<file path="config.mk">
export PLATFORM = sky130hd
export DESIGN_NAME = lifo_stack
export DESIGN_NICKNAME = d
export VERILOG_FILES = /design/src/rtl/lifo_stack.sv
export SDC_FILE = /design/constraint.sdc
export NUM_CORES = 1
export LEC_CHECK = 0
export ABC_AREA = 1
export CAP_MARGIN = 15
export CORE_UTILIZATION = 55
export CTS_CLUSTER_SIZE = 12
export DETAILED_ROUTE_END_ITERATION = 10
export PLACE_DENSITY = 0.76
export SLEW_MARGIN = 20
export SYNTH_ARGS = -nofsm -noshare
export SYNTH_HDL_FRONTEND = slang
export SYNTH_SLANG_ARGS = --single-unit
</file>
<file path="constraint.sdc">
create_clock -name clk -period 3.7 [get_ports clk]
set_input_delay 0.925 -clock clk [delete_from_list [all_inputs] [get_ports clk]]
set_output_delay 0.925 -clock clk [all_outputs]
set_load 0.01 [all_outputs]
</file>
<file path="src/rtl/lifo_stack.sv">
// ---------------------------------------------------------------------------
// lifo_stack -- single-clock LIFO (stack) with registered pop data.
//
// Optional build macro: LIFO_ERR_FLAG_EN
//   defined   : overflow/underflow are sticky error flags, cleared only by reset
//   undefined : overflow/underflow ports exist but are tied to 0
//
// Parameters
//   WIDTH  data word width
//   DEPTH  number of entries (power of two, >= 2)
//   PTR_W  log2(DEPTH); the stack pointer is PTR_W+1 bits so it can hold DEPTH
//
// Ports
//   clk         rising-edge clock
//   reset       asynchronous, active-high reset
//   push, din   write request / data, written on top of the stack
//   pop         read request, top entry removed and presented on dout
//   dout        registered pop data, held between accepted pops
//   dout_valid  one-cycle pulse after each accepted pop
//   count       number of entries held (0..DEPTH)
//   full/empty  decoded from the registered stack pointer
//   overflow    sticky: push refused while full
//   underflow   sticky: pop refused while empty
// ---------------------------------------------------------------------------
module lifo_stack #(
    parameter int WIDTH = 8,
    parameter int DEPTH = 8,
    parameter int PTR_W = 3
) (
    input  logic             clk,
    input  logic             reset,
    input  logic             push,
    input  logic             pop,
    input  logic [WIDTH-1:0] din,
    output logic [WIDTH-1:0] dout,
    output logic             dout_valid,
    output logic [PTR_W:0]   count,
    output logic             full,
    output logic             empty,
    output logic             overflow,
    output logic             underflow
);

    localparam logic [PTR_W:0] DEPTH_C = (PTR_W+1)'(DEPTH);
    localparam logic [PTR_W:0] ZERO_C  = {(PTR_W+1){1'b0}};
    localparam logic [PTR_W:0] ONE_C   = (PTR_W+1)'(1'b1);

    logic [WIDTH-1:0] mem_r [DEPTH];
    logic [PTR_W:0]   sp_r;
    logic [PTR_W:0]   sp_nxt_s;
    logic [PTR_W-1:0] top_idx_s;
    logic [PTR_W-1:0] wr_idx_s;
    logic             full_s;
    logic             empty_s;
    logic             pop_acc_s;
    logic             push_acc_s;
    logic [WIDTH-1:0] dout_r;
    logic             dout_valid_r;

    assign full_s  = (sp_r == DEPTH_C);
    assign empty_s = (sp_r == ZERO_C);
    // Low pointer bits minus one wrap to DEPTH-1 when sp == DEPTH, which is
    // exactly the top entry of a full stack.
    assign top_idx_s = sp_r[PTR_W-1:0] - PTR_W'(1'b1);

    // Accept/refuse decisions, write address and next stack pointer.
    always_comb begin
        pop_acc_s  = 1'b0;
        push_acc_s = 1'b0;
        wr_idx_s   = sp_r[PTR_W-1:0];
        sp_nxt_s   = sp_r;
        if (pop && !empty_s) begin
            pop_acc_s = 1'b1;
        end else begin
            pop_acc_s = 1'b0;
        end
        // A push while full is still accepted when paired with an accepted pop
        // (replace-top); a push paired with a refused pop behaves as push only.
        if (push && (pop_acc_s || !full_s)) begin
            push_acc_s = 1'b1;
        end else begin
            push_acc_s = 1'b0;
        end
        if (pop_acc_s) begin
            wr_idx_s = top_idx_s;
        end else begin
            wr_idx_s = sp_r[PTR_W-1:0];
        end
        if (push_acc_s && !pop_acc_s) begin
            sp_nxt_s = sp_r + ONE_C;
        end else if (pop_acc_s && !push_acc_s) begin
            sp_nxt_s = sp_r - ONE_C;
        end else begin
            sp_nxt_s = sp_r;
        end
    end

    // Stack pointer and registered pop data.
    always_ff @(posedge clk or posedge reset) begin
        if (reset) begin
            sp_r         <= ZERO_C;
            dout_r       <= {WIDTH{1'b0}};
            dout_valid_r <= 1'b0;
        end else begin
            sp_r         <= sp_nxt_s;
            dout_valid_r <= pop_acc_s;
            if (pop_acc_s) begin
                dout_r <= mem_r[top_idx_s];
            end else begin
                dout_r <= dout_r;
            end
        end
    end

    // Storage array: not reset; writes are suppressed while reset is high so a
    // push in flight during reset is discarded.
    always_ff @(posedge clk) begin
        if (push_acc_s && !reset) begin
            mem_r[wr_idx_s] <= din;
        end
    end

`ifdef LIFO_ERR_FLAG_EN
    logic overflow_r;
    logic underflow_r;

    // Sticky error flags, cleared only by reset.
    always_ff @(posedge clk or posedge reset) begin
        if (reset) begin
            overflow_r  <= 1'b0;
            underflow_r <= 1'b0;
        end else begin
            if (push && !pop && full_s) begin
                overflow_r <= 1'b1;
            end else begin
                overflow_r <= overflow_r;
            end
            if (pop && empty_s) begin
                underflow_r <= 1'b1;
            end else begin
                underflow_r <= underflow_r;
            end
        end
    end

    assign overflow  = overflow_r;
    assign underflow = underflow_r;
`else
    assign overflow  = 1'b0;
    assign underflow = 1'b0;
`endif

    assign dout       = dout_r;
    assign dout_valid = dout_valid_r;
    assign count      = sp_r;
    assign full       = full_s;
    assign empty      = empty_s;

endmodule
</file>
==> metrics.md <==
| Metric | Value |
|---|---|
| Synth area leader | `edfxtp_1` |
| Via density | `5.36` |
| Core Area | `between 5000 and 6000 sq um` |
| Post-CTS sizing | `0` |
| Fin nets | `372` |
| Largest net degree at the start of global routing | `54` |
| Worst Tran Pin Value | `0.589 ns` |
| Die area | `6490 sq um` |
| Top cells by area, synth | `edfxtp_1, dfrtp_1, nand2_1` |
| Overall routing resource usage | `about a quarter` |
| Syn Area/Cell | `around 11 sq um` |
| CP Max Fanout | `6` |
| Hold_ws | `a little under 0.5 ns` |
| Top cell type's share of synthesized area | `roughly 57%` |
| Worst-path clk slew | `around 0.080 ns` |
| Final WL | `between 6000 and 7000 um` |
| FF+latch area | `about 2200 sq um` |
| Flops & latches, synth | `between 70 and 80` |
| Synth unique cells | `25` |
| Total negative slack | `0 ns` |
| Htree depth | `3` |
| Pwr/cell area | `808 nW/um^2` |
| Dominant synthesized flop cell | `edfxtp_1` |
| Die width | `between 80 and 90 um` |
| Sink Count | `a little under 80` |
| Grt total ovfl | `0` |
| Final Hold Fails | `0` |
| CTS tree | `yes` |
| Detailed-route via count | `around 2300` |
| TritonRoute pass-1 iters | `4` |
| Outcome | `completed` |
| Path type of the worst min-delay path | `flop to flop` |
| # IOs | `29` |
| Ys async rst share | `16.9%` |
| Setup CP Type | `flop to primary output` |
| Area occupied by multi-input gates | `between 900 and 1000 sq um` |
| Share of layout cells above drive strength 1 | `between 10% and 20%` |
| Initial antenna violation count | `0` |
| Synth Cell Area | `3400 sq um` |
| CP startpoint kind | `flop` |
| Die Ht | `80.6 um` |
| Drt wl/cell | `around 16 um` |
| Fillers | `approximately 440` |
| CTS hold repair buffers | `0` |
| Achievable Freq | `roughly 340 MHz` |
| CTS max path bufs | `2` |
| HPWL Detailed | `roughly 4100 um` |
| LEAKAGE | `about 1.6 nW` |
| RSZ-0062 raised after global routing | `no` |
| Vias in the first global route | `2256` |
| Pins over their slew limit | `0` |
| Number of max-cap violations | `0` |
| Final setup fails | `0` |
| CP required | `2.77 ns` |
| Diodes inserted | `0` |
| P&R area growth vs syn | `17.0%` |
| Post-route clock period utilization | `about four fifths` |
| Post-route ant nets | `0` |
| CP endpoint kind | `primary output` |
| Sequential share of the synthesized area | `~66%` |
| Total Power | `approximately 3.2 mW` |
| Post-route DRC violation count | `0` |
| Maximum VDD drop | `just over 0.6 mV` |
| Initial core utilization | `a little under three fifths` |
| WP data arrival | `2.00 ns` |
| Post-synthesis cell count | `320` |
| GP Congestion | `about 0.8` |
| Initial DRC count | `around 170` |
| Clock buffer count from CTS | `9` |
| Slew HR | `60.7%` |
| Row count | `28` |
| Postcts setup bufs | `0` |
| First-pass GRT wire length | `approximately 11000 um` |
| Input/output buffers | `26` |
| Number of synthesized flops with an enable pin | `between 60 and 70` |
| Clock Skew | `between 0.01 and 0.015 ns` |
| Clock latency on the worst-skew pair | `about 0.34 ns` |
| Clock period minus worst slack | `around 2.9 ns` |
| CTS root buf | `clkbuf_8` |
| Syn. warnings | `0` |
## area by class of cell
class | instances | share of cell area, %
clock buffer | 11 | 3.31
clock inverter | 5 | 2.11
inverter | 36 | 3.40
multi-input combinational | 194 | 23.6
sequential | 77 | 56.5
tap | 75 | 2.36
timing repair buffer | 37 | 8.63
## Yosys cell counts (2+ instances only)
cell type and instances:
nand2_1 76, edfxtp_1 64, nor2_1 36, inv_1 31, o21ai_0 25, nand3_1 23, dfrtp_1 13, a21oi_1 9
buf_2 9, inv_2 5, o211ai_1 5, ha_1 4, nand2_2 4, buf_4 2, clkbuf_1 2, nor2_4 2
xnor2_1 2
## power by group
group / leakage [nW] / internal, mW / switching (mW)
Clock: 0.100 / 0.383 / 0.300
Sequential: 0.736 / 1.07 / 0.0678
Combinational: 0.784 / 0.526 / 0.868
Total: 1.62 / 1.98 / 1.24
## routing by layer
| metal | track usage, % | wire (um) | vias to the layer above |
|---|---|---|---|
| met3 | 5.68 | 512 | 12 |
| met4 | 8.93 | 77 | 0 |
| met2 | 38.9 | 3410 | 87 |
| met1 | 30.4 | 2800 | 1107 |
| li1 | - | - | 1124 |
| met5 | 0 | 0 | - |
## sequential cells by signal, summed over array words and instances, names as in the netlist
signal and flops:
dout 8, mem_r 64, count 4, dout_valid 1
## cells by family (layout without fill, tap and decap cells)
kind of cell | Yosys count | in the layout | share of synthesized area [%]
other cells | 1 | 2 | 0.110
xor+xnor | 2 | 2 | 0.516
fa+ha+maj | 5 | 5 | 2.06
compound gates | 39 | 39 | 6.11
buf+inv | 50 | 89 | 6.30
simple gates | 146 | 146 | 18.7
flops | 77 | 77 | 66.2
## cell usage in the layout, fill, tap and decap left out, drive strengths merged
master         instances
fa                     1
nand3                 24
nor2                  39
nand2                 81
o211ai                 5
a21oi                  9
or2                    1
edfxtp                64
clkinvlp               2
dfrtp                 13
inv                   37
clkbuf                11
o21ai                 25
buf                   11
conb                   2
bufinv                 2
xnor2                  2
ha                     4
clkdlybuf4s50         26
nand4                  1
## path summary, 6_finish.rpt
kind | start | to | slack [ns] | depth (start not counted)
worst max-delay path | count[1] | empty | 0.77 | 5
worst min-delay path | dout[1] | dout[1] | 0.49 | 2
worst max register to register | count[1] | count[3] | 1.12 | 13
worst min register to register | dout[1] | dout[1] | 0.49 | 2
max in group asynchronous | reset | dout[6] | 2.25 | 2
min in group asynchronous | reset | dout_valid | 1.06 | 2
## critical path, cell delays in order (launching register included)
cell and delay, ns:
dfrtp_1 0.47, inv_1 0.13, ha_1 0.26, nand3_2 0.19, inv_1 0.09, clkdlybuf4s50_1 0.53
## through the flow
stage                     setup WS [ns]  utilization, %  area [sq um]  cells
after floorplan                    1.13               -          3400    321
after global placement            0.618            63.1          3760    419
after detailed placement          0.527            63.1          3760    419
after CTS                         0.772            66.7          3970    435
after global routing              0.643            66.7          3970    435
final                             0.772            66.7          3970    435
(Power assumes the default switching activity.)
==> edit (same flow settings) <==
`DEPTH`: 8 -> 4.
--- a/src/rtl/lifo_stack.sv
+++ b/src/rtl/lifo_stack.sv
@@ -25,5 +25,5 @@
 module lifo_stack #(
     parameter int WIDTH = 8,
-    parameter int DEPTH = 8,
+    parameter int DEPTH = 4,
     parameter int PTR_W = 3
 ) (
Function: changed (Yosys sat finds a counterexample within 10 cycles, from zero or initial values and one cycle with reset high).
==> edit against the original RTL <==
- total power down 42%
- worst hold slack improved by 0.021 ns
- die area fell by 41%
- final area fell by 41%
- sequential cell count down 32
- count of clock-buffer cells in the layout fell by 5
- worst setup slack got worse by 0.014 ns
- sequential share of layout area down 2.0 points
- fmax is 0.49% lower
- highest routed layer unchanged
- combinational power down 39%
- first-iteration DRC count fell by 59%
- synthesized cell count fell by 43%
- routed wire length is 46% lower
- synthesized area shrank 42%
==> edit: results (changes against the original RTL) <==
- The largest net degree at the start of global routing was 23 (was 54).
- The wire length of the first global-routing pass came to 6000 µm (was 11,000 µm).
- The number of H-tree branching levels was 2 (was 3).
- The worst setup slack for register-to-register paths came to 1.23 ns (was 1.12 ns).
- The beginning of the worst register-to-register path is count[0] (was count[1]).
- The number of flip-flops under the largest register name came to 32 (was 64).
* Asr flop ratio synth: 28.9% (was 16.9%)
- Synth top cells by count: 38 x nand2_1, 36 x nor2_1, 32 x edfxtp_1 (was 76 x nand2_1, 64 x edfxtp_1, 36 x nor2_1)
- The clock root buffer master is clkbuf_4 (was clkbuf_8).
- Result of the run: complete, no violations (unchanged)
- Clock transition at path regs: 0.13 ns (was 0.08 ns)
* Worst setup timing slack at the placement stage: 0.775 ns (was 0.527 ns)
* Final Net Count: 234 (was 372)
* Post-DP Area: 0.00228 mm² (was 0.00376 mm²)
- Initial drt markers: 70 (was 169)
- The last weighted congestion value of the routability-driven placer came to 0.852 (was 0.808).
* Proportion of netlist area held by the largest area contributor: 48.9% (was 56.6%)
- IR drop worst, VDD: 0.441 mV (was 0.623 mV)
- Met3 track utilization from global routing: 6.42% (was 5.68%)
- Hold EP: dout[4] (was dout[1])
* DP Wirelength: 2660 µm (was 4130 µm)
- Met3 routed wirelength: 199 µm (was 512 µm)
* Compound-gate portion of the synthesized area: 5.23% (was 6.11%)
- The worst hold margin is 0.514 ns (was 0.493 ns).
* Library cells used by synthesis: 24 (was 25)
- The largest clock skew in the final design was 0.0151 ns (was 0.0123 ns).
- Top area cells in the synthesized netlist: edfxtp_1 49%, dfrtp_1 17%, nand2_1 7.3%, nor2_1 6.9%, o21ai_0 4.3% (was edfxtp_1 57%, dfrtp_1 9.6%, nand2_1 8.4%, nor2_1 4.0%, o21ai_0 3.7%).
- The number of filler instances in the final layout was 248 (was 443).
- Share of post-route cells with drive strength above 1: 8.26% (was 11.1%)
- The total wirelength of the detailed-routed design is 3710 µm (was 6800 µm).
- The global routing usage on met2 was 35.6% (was 38.9%).
- Cell count after synthesis: 184 (was 320)
- Data arrival, critical path: 2.02 ns (was 2.00 ns)
* Maximum fanout count along the critical path: 19 (was 6)
- Worst reg2reg path endpoint: mem_r[2][6] (was count[3])
* GR Layer Usage met1: 31.4% (was 30.4%)
- The number of CTS-inserted buffers came to 5 (was 9).
- Number of buffers on the longest clock path: 2 (unchanged)
- Adder-cell area share of the yosys netlist: 3.57% (was 2.06%)
- LEAKAGE: 0.969 nW (was 1.62 nW)
* Number of vias per cell after detailed routing: 5.28 (was 5.36)
edit: worst max-delay path, cell delays in order (launching register included):
cell	delay [ns]
dfrtp_1	0.43
inv_2	0.28
ha_1	0.24
nand2_2	0.11
inv_1	0.07
clkdlybuf4s50_1	0.52
edit: how the worst max path moves through the flow:
| stage | from | end | slack (ns) |
|---|---|---|---|
| floorplan | count[0] | count[3] | 1.34 |
| global placement | pop | count[3] | 0.86 |
| detailed placement | pop | count[3] | 0.77 |
| CTS | count[0] | empty | 0.76 |
| global route | count[0] | full | 0.67 |
| finish | count[0] | empty | 0.76 |
edit: where the power goes:
part | switching, W | internal (W)
Clock | 0.000156 | 0.000144
Combinational | 0.000489 | 0.000362
Sequential | 0.0000732 | 0.000652
edit: cell type report:
class	count	area, µm²	area share, %
Clock inverter	2	38.8	1.64
Clock buffer	6	41.3	1.75
Sequential cell	45	1290	54.5
Multi-Input combinational cell	123	593	25.1
Tap cell	46	57.6	2.44
Timing Repair Buffer	32	305	12.9
Inverter	10	37.5	1.59
